File: src/rtl/booth_pkg.sv
// ============================================================================
// Module   : booth_pkg
// Brief    : Shared state type and sizing constants for the Booth multiplier.
//            Macro BOOTH_RADIX4_EN selects radix-4 modified Booth recoding.
// Revision : 1.0 - initial release
// ============================================================================
`default_nettype none

package booth_pkg;

    typedef enum logic [1:0] {
        IDLE = 2'd0,
        BUSY = 2'd1,
        DONE = 2'd2
    } state_t;

    localparam int WIDTH_DEFAULT = 32;

`ifdef BOOTH_RADIX4_EN
    localparam int BITS_PER_STEP = 2;
    localparam int RECODE_BITS   = 3;
`else
    localparam int BITS_PER_STEP = 1;
    localparam int RECODE_BITS   = 2;
`endif

    localparam int STEPS = WIDTH_DEFAULT / BITS_PER_STEP;

    // Radix-4 retires two multiplier bits per step, so WIDTH must be even there.
    function automatic int booth_steps(input int width);
        return width / BITS_PER_STEP;
    endfunction

endpackage

`default_nettype wire

File: src/rtl/booth_recoder.sv
// ============================================================================
// Module   : booth_recoder
// Brief    : Combinational Booth recoder: maps recode bits and multiplicand M
//            to the signed addend (0, +-M, and +-2M when BOOTH_RADIX4_EN).
// Revision : 1.0 - initial release
// ============================================================================
`default_nettype none

module booth_recoder
    import booth_pkg::*;
#(
    parameter int WIDTH = WIDTH_DEFAULT
) (
    input  logic [RECODE_BITS-1:0] recode_i,
    input  logic [WIDTH-1:0]       m_i,
    output logic [WIDTH+1:0]       addend_o
);

    logic [WIDTH+1:0] m_ext;

    assign m_ext = {{2{m_i[WIDTH-1]}}, m_i};

    always_comb begin
        addend_o = '0;
`ifdef BOOTH_RADIX4_EN
        case (recode_i)
            3'b001, 3'b010: addend_o = m_ext;
            3'b011:         addend_o = m_ext << 1;
            3'b100:         addend_o = -(m_ext << 1);
            3'b101, 3'b110: addend_o = -m_ext;
            default:        addend_o = '0;
        endcase
`else
        case (recode_i)
            2'b01:   addend_o = m_ext;
            2'b10:   addend_o = -m_ext;
            default: addend_o = '0;
        endcase
`endif
    end

endmodule

`default_nettype wire

File: src/rtl/booth_mult.sv
// ============================================================================
// Module   : booth_mult
// Brief    : Iterative signed Booth multiplier (IDLE/BUSY/DONE), registered
//            product and one-cycle is_done pulse. Radix-4 if BOOTH_RADIX4_EN.
// Revision : 1.0 - initial release
// ============================================================================
`default_nettype none

module booth_mult
    import booth_pkg::*;
#(
    parameter int WIDTH = WIDTH_DEFAULT
) (
    input  logic                 clk,
    input  logic                 rst,
    input  logic [WIDTH-1:0]     mult_op1,
    input  logic [WIDTH-1:0]     mult_op2,
    input  logic                 start,
    output logic                 is_done,
    output logic [2*WIDTH-1:0]   result
);

    localparam int AW     = WIDTH + 2;
    localparam int NSTEPS = booth_steps(WIDTH);
    localparam int CW     = $clog2(NSTEPS + 1);
    localparam int SW     = AW + WIDTH + 1;

    state_t               state_q, state_d;
    logic [AW-1:0]        a_q, a_d;
    logic [WIDTH-1:0]     q_q, q_d;
    logic [WIDTH-1:0]     m_q, m_d;
    logic                 qm1_q, qm1_d;
    logic [CW-1:0]        cnt_q, cnt_d;
    logic [2*WIDTH-1:0]   result_q, result_d;
    logic                 done_q, done_d;

    logic [RECODE_BITS-1:0] recode;
    logic [AW-1:0]          addend;
    logic [AW-1:0]          sum;
    logic [SW-1:0]          shifted;

    assign recode = {q_q[RECODE_BITS-2:0], qm1_q};

    booth_recoder #(
        .WIDTH (WIDTH)
    ) u_recoder (
        .recode_i (recode),
        .m_i      (m_q),
        .addend_o (addend)
    );

    // One Booth step: accumulate, then arithmetic shift of {A,Q,Q-1}.
    assign sum     = a_q + addend;
    assign shifted = $signed({sum, q_q, qm1_q}) >>> BITS_PER_STEP;

    always_comb begin
        state_d  = state_q;
        a_d      = a_q;
        q_d      = q_q;
        m_d      = m_q;
        qm1_d    = qm1_q;
        cnt_d    = cnt_q;
        result_d = result_q;
        done_d   = 1'b0;
        case (state_q)
            IDLE: begin
                if (start) begin
                    a_d     = '0;
                    q_d     = mult_op2;
                    m_d     = mult_op1;
                    qm1_d   = 1'b0;
                    cnt_d   = '0;
                    state_d = BUSY;
                end
            end
            BUSY: begin
                a_d   = shifted[SW-1:WIDTH+1];
                q_d   = shifted[WIDTH:1];
                qm1_d = shifted[0];
                cnt_d = cnt_q + CW'(1);
                if (cnt_q == CW'(NSTEPS - 1)) begin
                    // Product is the low WIDTH bits of A above the full Q.
                    result_d = shifted[2*WIDTH:1];
                    done_d   = 1'b1;
                    state_d  = DONE;
                end
            end
            DONE: begin
                state_d = IDLE;
            end
            default: begin
                state_d = IDLE;
            end
        endcase
    end

    always_ff @(posedge clk or negedge rst) begin
        if (!rst) begin
            state_q  <= IDLE;
            a_q      <= '0;
            q_q      <= '0;
            m_q      <= '0;
            qm1_q    <= 1'b0;
            cnt_q    <= '0;
            result_q <= '0;
            done_q   <= 1'b0;
        end else begin
            state_q  <= state_d;
            a_q      <= a_d;
            q_q      <= q_d;
            m_q      <= m_d;
            qm1_q    <= qm1_d;
            cnt_q    <= cnt_d;
            result_q <= result_d;
            done_q   <= done_d;
        end
    end

    assign is_done = done_q;
    assign result  = result_q;

endmodule

`default_nettype wire

File: config.mk
export PLATFORM = sky130hd
export DESIGN_NAME = booth_mult
export DESIGN_NICKNAME = d
export VERILOG_FILES = /design/src/rtl/booth_pkg.sv /design/src/rtl/booth_recoder.sv /design/src/rtl/booth_mult.sv
export SDC_FILE = /design/constraint.sdc
export NUM_CORES = 1
export LEC_CHECK = 0
export ABC_AREA = 1
export CAP_MARGIN = 20
export CORE_ASPECT_RATIO = 1.2
export CORE_UTILIZATION = 56
export CTS_BUF_LIST = sky130_fd_sc_hd__clkbuf_16
export DETAILED_ROUTE_END_ITERATION = 10
export GPL_ROUTABILITY_DRIVEN = 0
export PLACE_DENSITY = 0.81
export RECOVER_POWER = 25
export SYNTH_ARGS = -nofsm -noshare
export SYNTH_HDL_FRONTEND = slang
export SYNTH_SLANG_ARGS = --single-unit
File: constraint.sdc
create_clock -name clk -period 3.43 [get_ports clk]
set_clock_uncertainty 0.2 [all_clocks]
set_input_delay 0.5145 -clock clk [delete_from_list [all_inputs] [get_ports clk]]
set_output_delay 0.5145 -clock clk [all_outputs]
set_load 0.02 [all_outputs]
==> flow_summary_export.csv <==
group,metric,value,unit
status,status,"finished, violations left",
status,violations,"max-capacitance violations, max-slew violations",
timing,slew_headroom,-0.0409,
critical_path,r2r-start,"m_q[11]",
yosys,synthArstFlopShare,1.00,
floorplanning,io_pins,132,
route,wl,27300,um
yosys,synth_nets,1481,
floorplanning,die_width,124,um
yosys,synth_top_family_by_area,"simple AND/OR/NAND/NOR gates",
critical_path,reg2reg_to,"result[48]",
route,initialDrtViolationCount,807,
floorplanning,fp.dieArea,18500,um2
placement,portBuffers,131,
yosys,synth-edff-count,0,
floorplanning,core,17500,um2
yosys,synth_area_leaders,"dfrtp_1 (43%), nand2_1 (16%), inv_1 (5.3%)",
critical_path,worstPathArrival,3400,ps
worst_hold_path,worstHoldStart,"result[48]",
timing,worstMarginPinSlew,1560,ps
global_routing,grt_pass1_vias,9065,
timing,finalSetupViolCount,0,
yosys,yosysMostFrequentCell,"nand2_1",
floorplanning,num_rows,53,
global_routing,grt_pass1_wl,44200,um
power_and_ir_drop,p_leak,0.00595,uW
yosys,yosysTopAreaCellShare,0.426,
yosys,synth_warnings,0,
route,wl_per_cell,15.7,um
power_and_ir_drop,p_per_area,1060,nW/um2
timing,rsz0062_at_grt,"yes",
cts,cts_made_buffers,17,
critical_path,worstRegToRegCells,18,
critical_path,r2r_slack,160,ps
cts,htreeDepth,4,
cells_and_area,final_layout_size_suffix_gt1_frac,0.111,
cells_and_area,area_growth,24.6,%
worst_hold_path,hold_end,"result[48]",
timing,period_needed,3270,ps
yosys,synth.avg_cell_area,7.30,um2
yosys,syn-cell-area,10000,um2
cells_and_area,utilization,0.715,
yosys,yosysTopAreaCell,"dfrtp_1",
yosys,yosys.area_share.simple,0.287,
global_routing,grt_max_degree,102,
timing,max_freq,0.306,GHz
critical_path,critPathMaxFanout,6,
yosys,ys_top_cells_by_count,"nand2_1 (437), dfrtp_1 (171), inv_1 (141)",
cts,cts_tree,"done",
timing,fin_crit_sh,0.953,
cells_and_area,diodes,0,
floorplanning,die_h,149,um
yosys,synthAdderAreaFrac,0.0481,
critical_path,crit_path_start_kind,"register",
cts,cts_root_buf,"clkbuf_16",
cts,clk_pin_slew,70,ps
critical_path,cp-end-kind,"register",
route,routed-via-count,9847,
worst_hold_path,hold_class,"reg -> reg",
timing,maxSlewViolCount,29,
route,firstDrtPassIters,5,
floorplanning,start_util,0.574,
yosys,ys_seq_elements,171,
yosys,synth_xor_area_frac,0.00959,
placement,place_inst,1696,
job,cap_violations,1,
yosys,synthFlopType,"dfrtp_1",
route,ant_nets,0,
route,drc_errors,0,
cts,clk_latency,440,ps
yosys,synthDistinctLibCells,44,
placement,hpwl,19600,um
power_and_ir_drop,irDropWorstVdd,0.502,mV
yosys,synthMuxAreaShare,0,
yosys,netlist_instances,1376,
global_routing,grtUsageTotal,0.299,
global_routing,gr-total-overflow,0,
cells_and_area,layout.cells.non_filler,1738,
global_routing,antenna_found_initial,0,
cts,clock_sinks,171,
cells_and_area,num-nets-final,1611,
yosys,ys_seq_area_frac,0.426,
timing,final_hold_viol_count,0,
critical_path,required,3560,ps
cells_and_area,fillers,1430,
cts,cts_max_path_buffers,2,
worst_hold_path,whs_path_depth,2,
yosys,synth_compound_area_frac,0.149,
critical_path,critPathKind,"reg -> reg",
route,via_per_inst,5.67,
[repair_timing]
item                                    in CTS  in global routing
gates resized for setup                      0                 82
hold endpoints to repair                    26                  0
pin swaps                                    0                 19
endpoints found under the setup margin       1                 47
hold buffers                                 1                  0
setup buffers                                1                  9
[how the worst max path moves through the flow]
stage / startpoint / end / slack [ps] / depth (start not counted)
3_3_place_gp: m_q[0] / result[48] / 90 / 18
3_5_place_dp: m_q[0] / a_q[28] / 20 / 20
6_report: m_q[11] / result[48] / 160 / 18
4_1_cts: m_q[0] / result[48] / 20 / 18
2_1_floorplan: m_q[0] / a_q[12] / 470 / 21
5_1_grt: m_q[2] / result[55] / -80 / 18
[sequential cells by signal, indices dropped and copies added (netlist names)]
signal   flops
a_q         33
cnt_q        6
is_done      1
m_q         32
q_q         32
qm1_q        1
result      64
state_q      2
[logic make-up after synthesis]
logic type	count (synthesis)
adders and majority gates	38
xor gates and xnor gates	11
DFF	171
buffers and inverters	200
and+or+nand+nor	677
AOI/OAI and AO/OA	279
[where the power goes]
| part | switching, uW | internal (uW) | total, uW |
|---|---|---|---|
| logic | 4840 | 2790 | 7640 |
| registers | 640 | 2960 | 3600 |
| clock network | 868 | 1100 | 1970 |
| total | 6350 | 6850 | 13200 |
[area by class of cell]
cell class,instances,area [um2],area share
multi-input cells,1005,5240,0.419
repair buffers,159,1540,0.123
well taps,220,275,0.0220
flip-flops and latches,171,4280,0.342
inverters,152,571,0.0456
clock buffers,17,425,0.0340
clock inverters,14,181,0.0145
[critical path, cell delays in order, from the launching register on]
cell and delay (ps):
dfrtp_1 440, nor2_1 230, nand3_1 160, nor2_2 180, nand2_1 90, inv_1 120, nand2_1 60, nand3_1 90
a21oi_2 90, ha_1 360, nand2_1 150, inv_1 70, nand2_2 90, inv_1 80, a21oi_2 160, nand3_2 120
or2_2 300, nand3_1 100, nand2_1 50
[layer usage]
metal | global-route usage | share of wire | routed length (um) | vias to the layer above
met5 | 0 | 0 | 0 | -
met4 | 0.0988 | 0.023 | 632 | 0
met3 | 0.0460 | 0.075 | 2060 | 67
met2 | 0.491 | 0.47 | 12900 | 467
met1 | 0.407 | 0.43 | 11700 | 4552
li1 | - | - | - | 4761
[placed cells by master (no fill, tap or decap), types with 8 or more instances in the layout]
master and count:
nand2_1 427, a21oi_2 24, nor2_2 20, a21oi_1 74, o22ai_1 26, buf_4 23
nand3b_1 9, o21ai_0 95, inv_2 13, clkbuf_16 17, nand2_2 16, nor2_4 12
ha_1 29, inv_1 139, dfrtp_1 171, a22oi_1 8, nor2_1 65, nand4_1 14
o21ai_1 35, clkdlybuf4s50_1 130, xnor2_1 8, nand3_1 89
[metrics by stage]
stage | hold slack [ps] | setup slack, ps | power, uW | setup TNS, ps | instance area, um2
after CTS | 282 | 20.9 | 12600 | 0 | 12200
after global placement | 200 | 92.5 | 10300 | 0 | 11600
after floorplan | 18.9 | 474 | 8370 | 0 | 10000
after global routing | 303 | -78.7 | 14200 | -753 | 12500
final | 279 | 161 | 13200 | 0 | 12500
after detailed placement | 202 | 20.4 | 10600 | 0 | 11600
(Power assumes the default switching activity.)
